### src/rtl/cfu_conv_driver.sv
`timescale 1ns/1ps
// cfu_conv_driver: sequences one CFU convolution run over a cmd/rsp bus:
// INIT, BIAS, OFFS, input writes, kernel writes, COMPUTE, output reads.
// Ports: clk, reset (sync, active-high); start plus cfg_* (captured on start);
// mem_rd_en/mem_addr/mem_rdata source memory port; res_we/res_addr/res_wdata
// result port; cmd_* / rsp_* CFU handshake; busy, done, error status.
module cfu_conv_driver #(
   parameter int ADDR_W      = 16,
   parameter int RSP_TIMEOUT = 1023
) (
   input  logic              clk,
   input  logic              reset,
   input  logic              start,
   input  logic [31:0]       cfg_bias,
   input  logic [31:0]       cfg_input_offset,
   input  logic [ADDR_W-1:0] cfg_in_base,
   input  logic [ADDR_W-1:0] cfg_k_base,
   input  logic [ADDR_W-1:0] cfg_in_words,
   input  logic [ADDR_W-1:0] cfg_k_words,
   input  logic [ADDR_W-1:0] cfg_out_words,
   output logic              mem_rd_en,
   output logic [ADDR_W-1:0] mem_addr,
   input  logic [31:0]       mem_rdata,
   output logic              res_we,
   output logic [ADDR_W-1:0] res_addr,
   output logic [31:0]       res_wdata,
   output logic              cmd_valid,
   input  logic              cmd_ready,
   output logic [9:0]        cmd_payload_function_id,
   output logic [31:0]       cmd_payload_inputs_0,
   output logic [31:0]       cmd_payload_inputs_1,
   input  logic              rsp_valid,
   output logic              rsp_ready,
   input  logic [31:0]       rsp_payload_outputs_0,
   output logic              busy,
   output logic              done,
   output logic              error
);

   localparam int TW = $clog2(RSP_TIMEOUT + 1);

   typedef enum logic [3:0] {
      IDLE, INIT, BIAS, OFFS, FETCH, WR_IN, WR_K,
      COMPUTE, RD_OUT, WAIT_RSP, DONE
   } state_t;

   state_t            state, state_n;
   // command state that owns the outstanding response (or the pending fetch)
   state_t            cur, cur_n;
   logic [ADDR_W-1:0] idx, idx_n, idx_inc;
   logic [TW-1:0]     wcnt, wcnt_n;
   logic              fetch_ph, fetch_n;
   logic [31:0]       data_q, data_n;
   logic              err_q, err_n;
   logic              go_in, go_k, go_c, go_out;
   logic [6:0]        f7;
   logic [31:0]       idx4;

   logic [31:0]       bias_q, offs_q;
   logic [ADDR_W-1:0] in_base_q, k_base_q;
   logic [ADDR_W-1:0] in_n_q, k_n_q, out_n_q;

   assign idx_inc = idx + ADDR_W'(1);
   assign idx4    = 32'({idx, 2'b00});

   assign cmd_payload_function_id = {f7, 3'b000};
   assign busy  = (state != IDLE);
   assign done  = (state == DONE);
   assign error = err_q;

   always_ff @(posedge clk) begin
      if (reset) begin
         state     <= IDLE;
         cur       <= IDLE;
         idx       <= '0;
         wcnt      <= '0;
         fetch_ph  <= 1'b0;
         data_q    <= '0;
         err_q     <= 1'b0;
         bias_q    <= '0;
         offs_q    <= '0;
         in_base_q <= '0;
         k_base_q  <= '0;
         in_n_q    <= '0;
         k_n_q     <= '0;
         out_n_q   <= '0;
      end else begin
         state    <= state_n;
         cur      <= cur_n;
         idx      <= idx_n;
         wcnt     <= wcnt_n;
         fetch_ph <= fetch_n;
         data_q   <= data_n;
         err_q    <= err_n;
         if (state == IDLE && start) begin
            bias_q    <= cfg_bias;
            offs_q    <= cfg_input_offset;
            in_base_q <= cfg_in_base;
            k_base_q  <= cfg_k_base;
            in_n_q    <= cfg_in_words;
            k_n_q     <= cfg_k_words;
            out_n_q   <= cfg_out_words;
         end
      end
   end

   always_comb begin
      state_n   = state;
      cur_n     = cur;
      idx_n     = idx;
      wcnt_n    = wcnt;
      fetch_n   = fetch_ph;
      data_n    = data_q;
      err_n     = err_q;
      go_in     = 1'b0;
      go_k      = 1'b0;
      go_c      = 1'b0;
      go_out    = 1'b0;
      f7        = '0;
      cmd_valid = 1'b0;
      cmd_payload_inputs_0 = '0;
      cmd_payload_inputs_1 = '0;
      rsp_ready = 1'b0;
      mem_rd_en = 1'b0;
      mem_addr  = '0;
      res_we    = 1'b0;
      res_addr  = '0;
      res_wdata = '0;

      unique case (state)
         IDLE: begin
            if (start) begin
               state_n = INIT;
               err_n   = 1'b0;
            end
         end
         INIT, BIAS, OFFS, WR_IN, WR_K, COMPUTE, RD_OUT: begin
            cmd_valid = 1'b1;
            unique case (state)
               BIAS: begin
                  f7 = 7'd7;
                  cmd_payload_inputs_0 = bias_q;
               end
               OFFS: begin
                  f7 = 7'd8;
                  cmd_payload_inputs_0 = offs_q;
               end
               WR_IN: begin
                  f7 = 7'd1;
                  cmd_payload_inputs_0 = idx4;
                  cmd_payload_inputs_1 = data_q;
               end
               WR_K: begin
                  f7 = 7'd2;
                  cmd_payload_inputs_0 = idx4;
                  cmd_payload_inputs_1 = data_q;
               end
               COMPUTE: f7 = 7'd4;
               RD_OUT: begin
                  f7 = 7'd3;
                  cmd_payload_inputs_0 = idx4;
               end
               default: f7 = 7'd0;
            endcase
            if (cmd_ready) begin
               state_n = WAIT_RSP;
               cur_n   = state;
               wcnt_n  = '0;
            end
         end
         FETCH: begin
            // phase 0 strobes the read, phase 1 captures the returned word
            if (!fetch_ph) begin
               mem_rd_en = 1'b1;
               mem_addr  = ((cur == WR_K) ? k_base_q : in_base_q) + idx;
               fetch_n   = 1'b1;
            end else begin
               data_n  = mem_rdata;
               fetch_n = 1'b0;
               state_n = cur;
            end
         end
         WAIT_RSP: begin
            rsp_ready = 1'b1;
            if (rsp_valid) begin
               unique case (cur)
                  INIT: state_n = BIAS;
                  BIAS: state_n = OFFS;
                  OFFS: go_in = 1'b1;
                  WR_IN: begin
                     if (idx_inc == in_n_q) go_k = 1'b1;
                     else begin
                        idx_n   = idx_inc;
                        fetch_n = 1'b0;
                        state_n = FETCH;
                     end
                  end
                  WR_K: begin
                     if (idx_inc == k_n_q) go_c = 1'b1;
                     else begin
                        idx_n   = idx_inc;
                        fetch_n = 1'b0;
                        state_n = FETCH;
                     end
                  end
                  COMPUTE: go_out = 1'b1;
                  RD_OUT: begin
                     res_we    = 1'b1;
                     res_addr  = idx;
                     res_wdata = rsp_payload_outputs_0;
                     if (idx_inc == out_n_q) state_n = DONE;
                     else begin
                        idx_n   = idx_inc;
                        state_n = RD_OUT;
                     end
                  end
                  default: state_n = DONE;
               endcase
            end else if (wcnt == TW'(RSP_TIMEOUT - 1)) begin
               err_n   = 1'b1;
               state_n = DONE;
            end else begin
               wcnt_n = wcnt + TW'(1);
            end
         end
         DONE: state_n = IDLE;
         default: state_n = IDLE;
      endcase

      // phase entry: an empty phase falls straight through to the next
      if (go_in) begin
         if (in_n_q != '0) begin
            idx_n   = '0;
            cur_n   = WR_IN;
            fetch_n = 1'b0;
            state_n = FETCH;
         end else go_k = 1'b1;
      end
      if (go_k) begin
         if (k_n_q != '0) begin
            idx_n   = '0;
            cur_n   = WR_K;
            fetch_n = 1'b0;
            state_n = FETCH;
         end else go_c = 1'b1;
      end
      if (go_c) state_n = COMPUTE;
      if (go_out) begin
         if (out_n_q != '0) begin
            idx_n   = '0;
            state_n = RD_OUT;
         end else state_n = DONE;
      end
   end

endmodule
### config.mk
export PLATFORM = sky130hd
export DESIGN_NAME = cfu_conv_driver
export DESIGN_NICKNAME = d
export VERILOG_FILES = /design/src/rtl/cfu_conv_driver.sv
export SDC_FILE = /design/constraint.sdc
export NUM_CORES = 1
export LEC_CHECK = 0
export CORE_UTILIZATION = 47
export DETAILED_ROUTE_END_ITERATION = 8
export PLACE_DENSITY_LB_ADDON = 0.3
export SYNTH_ARGS = -nofsm -noshare
export SYNTH_HDL_FRONTEND = slang
export SYNTH_SLANG_ARGS = --single-unit
### constraint.sdc
create_clock -name clk -period 9 [get_ports clk]
set_input_delay 1.8 -clock clk [delete_from_list [all_inputs] [get_ports clk]]
set_output_delay 1.8 -clock clk [all_outputs]
set_load 0.05 [all_outputs]
==> run metrics <==
Min-Delay Path Class reg -> reg; Num CTS Buffers 24; Clock Latency Late Sink 0.52 ns; Synth Cell Area 11850 µm²; final hold violations 0; Crit Reg-Reg Endpoint state[2]$_SDFF_PP0_; Post-Synthesis Mean Instance Area 7.540 µm²; share of layout cells above drive strength 1 5.630%; Area Overhead vs Synth 36.29%; GRT Overall Usage 30.46%; critical path peak fanout 21; drt via density 5.628; Critical Path Sink Type output port; Post-Synth XOR/XNOR Area 6.116%; Reg-to-Reg Start idx[0]$_SDFF_PP0_; relative slew slack roughly 15%; register bit total from synthesis between 200 and 250; CTS Root Cell clkbuf_16; Die ar. 25840 µm²; Worst R2R Path Depth 10; Setup CP Type reg -> out; die width between 150 and 200 µm; Max Root-Sink Buffers 3; die height 160.8 µm; largest net degree at the start of global routing 112; Worst-path clk slew 0.06 ns; vias in the first global route 11.82k; hold_sp data_q[15]$_SDFFE_PP0P_; post-CTS setup buffer count 0; RSZ-0062 raised after global routing no; final WL 40510 µm; MaxCap Viol Count 0; post-synthesis simple-gate area fraction 29.41%; setup TNS 0 ns; DRC Markers 0; ANT nets after route 0; Worst setup SP type flip-flop; Top FF cell, synth dfxtp_1; # setup viols final 0; run status complete, no violations; fin crit period ~7.2 ns; DP Wirelength between 20000 and 30000 µm; post-synth cell types 87; Inserted Diodes 0; CTS tree done; WHS 0.4504 ns; register area share after synthesis 35.83%; commonest cells after routing, fill and taps aside nand2_1 (418), clkdlybuf4s50_1 (350), a21oi_1 (216); Peak VDD IR 0.0001197 V; Num Clock Sinks 212; first-pass GRT wire length 63400 µm; row count 57; Max Freq ~0.14 GHz; grt ovf 0; skew final 0.006963 ns; WHS Endpoint data_q[15]$_SDFFE_PP0P_; Pre-Repair DR Iteration Count 5; Synth warnings 0; Power per Cell Area 151.8 nW/µm²; DR iter-0 viols 1117; largest family of logic cells by synthesized area simple AND/OR/NAND/NOR gates; hold_buf cts 0; Compound-Gate Fraction of Synth Area 18.81%; gpl congestion approximately 0.95; Worst Hold Depth 2; Synth Area in Adders between 2 and 2.5%; Final Cycle Share 79.78%; total of cells resized after clock tree synthesis 0; async set or reset register ratio after synthesis 0%; H-tree levels 1; DR WL/cell 18.51 µm; Post-Route Utilization approximately 66%; via count 12.32k; mux contribution to synthesized area 1.944%; LEAKAGE 6.001 nW; number of port buffers approximately 350; R2R Setup Slk about 4.4 ns; core area 24530 µm²; arrival time worst endpoint 5.38 ns; Post-synth EDFFs 0; Layout fillers about 2.1k; max-slew violations 0; # IOs 358; most common cell after layout, fill and taps aside nand2_1; number of nets in the layout 2080; Worst EP required just over 7 ns; Initial Util roughly 48%; cell count after synthesis 1571; initial antenna violation count 0; Worst-Margin Slew between 1 and 1.5 ns
## metrics by stage
stage / instance area, µm² / cells / power, mW / setup slack [ns]
3_3_place_gp: 15390 / 2146 / 1.521 / 2.543
3_5_place_dp: 15390 / 2146 / 1.530 / 2.455
5_1_grt: 16140 / 2189 / 2.556 / 1.590
4_1_cts: 16140 / 2189 / 2.463 / 1.878
6_report: 16140 / 2189 / 2.451 / 1.819
2_1_floorplan: 11860 / 1576 / 1.346 / 3.095
## cell type report
| class | count | area (µm²) | share of cell area [%] |
|---|---|---|---|
| Sequential cell | 212 | 4244 | 26.29 |
| Inverter | 39 | 146.4 | 0.9068 |
| Tap cell | 324 | 405.4 | 2.511 |
| Clock inverter | 10 | 86.33 | 0.5348 |
| Multi-Input combinational cell | 1204 | 6963 | 43.13 |
| Clock buffer | 33 | 664.4 | 4.115 |
| Timing Repair Buffer | 367 | 3635 | 22.51 |
## cell usage after synthesis, drive strengths merged, types with 5 or more instances
master / number / area, µm²
or4: 8 / 63.81
nand2: 419 / 1575
nor3b: 5 / 37.54
a21oi: 216 / 1081
nand3: 20 / 115.1
nand3b: 6 / 45.04
mux2i: 5 / 50.05
dfxtp: 212 / 4244
a22o: 19 / 166.4
nand2b: 9 / 56.30
nand4: 16 / 106.4
and3: 10 / 62.56
nor2: 57 / 216.5
mux2: 16 / 180.2
nor3: 26 / 135.1
or3: 17 / 106.4
o2111ai: 6 / 58.80
xor2: 25 / 219.0
clkbuf: 87 / 330.3
nor2b: 14 / 87.58
inv: 39 / 146.4
buf: 34 / 209.0
o21ai: 36 / 180.2
and2: 82 / 513.0
nor4: 21 / 195.2
ha: 18 / 225.2
a211oi: 6 / 50.05
a31oi: 8 / 50.05
or2: 6 / 37.53
xnor3: 9 / 202.7
a222oi: 17 / 170.2
xnor2: 31 / 279.0
## critical path: stages (launching register included)
cell and delay, ns:
dfxtp_1 0.53, nor2b_1 0.27, nand2_1 0.10, nor2_1 0.11
buf_4 0.28, mux2_2 0.39, ha_1 0.28, a21o_1 0.12
a21oi_1 0.09, o21ai_0 0.22, a31oi_1 0.15, o311a_1 0.38
a211o_1 0.29, o21ai_0 0.35, a21oi_1 0.12, or3b_2 0.45
clkdlybuf4s50_1 0.71
## cell families after synthesis
group	after synthesis
buffers and inverters	160
muxes	21
adders and majority gates	19
other	1
AOI/OAI and AO/OA	363
and+or+nand+nor	729
xor gates and xnor gates	66
DFF	212
## report_power, final
part | switching (mW) | internal (mW) | leakage, nW
registers | 0.0579 | 1.00 | 1.73
clock network | 0.390 | 0.545 | 0.377
logic | 0.253 | 0.201 | 3.89
## per-layer routing
layer	up-vias	part of all wire, %	global-route usage, %
met5	-	0	0
met4	0	3.9	12.56
met3	117	8.9	7.128
met2	600	47	52.05
met1	5663	40	36.65
li1	5940	-	-
## how the worst max path moves through the flow
stage / start / endpoint / slack, ns / depth (start not counted)
2_1_floorplan: cur[3]$_SDFF_PP0_ / mem_addr[13] / 3.10 / 15
3_3_place_gp: cur[2]$_SDFF_PP0_ / mem_addr[15] / 2.54 / 16
3_5_place_dp: cur[2]$_SDFF_PP0_ / mem_addr[15] / 2.45 / 16
4_1_cts: cur[2]$_SDFF_PP0_ / mem_addr[15] / 1.88 / 16
5_1_grt: cur[2]$_SDFF_PP0_ / mem_addr[15] / 1.59 / 16
6_report: cur[2]$_SDFF_PP0_ / mem_addr[15] / 1.82 / 16
## flip-flops by register name (all words and copies together), names as in the netlist
name / flops
bias_q: 32
cur: 4
data_q: 32
error: 1
fetch_ph: 1
idx: 16
in_base_q: 16
in_n_q: 16
k_base_q: 16
k_n_q: 16
offs_q: 32
out_n_q: 16
state: 4
wcnt: 10
Power figures use the tool's default switching activity.
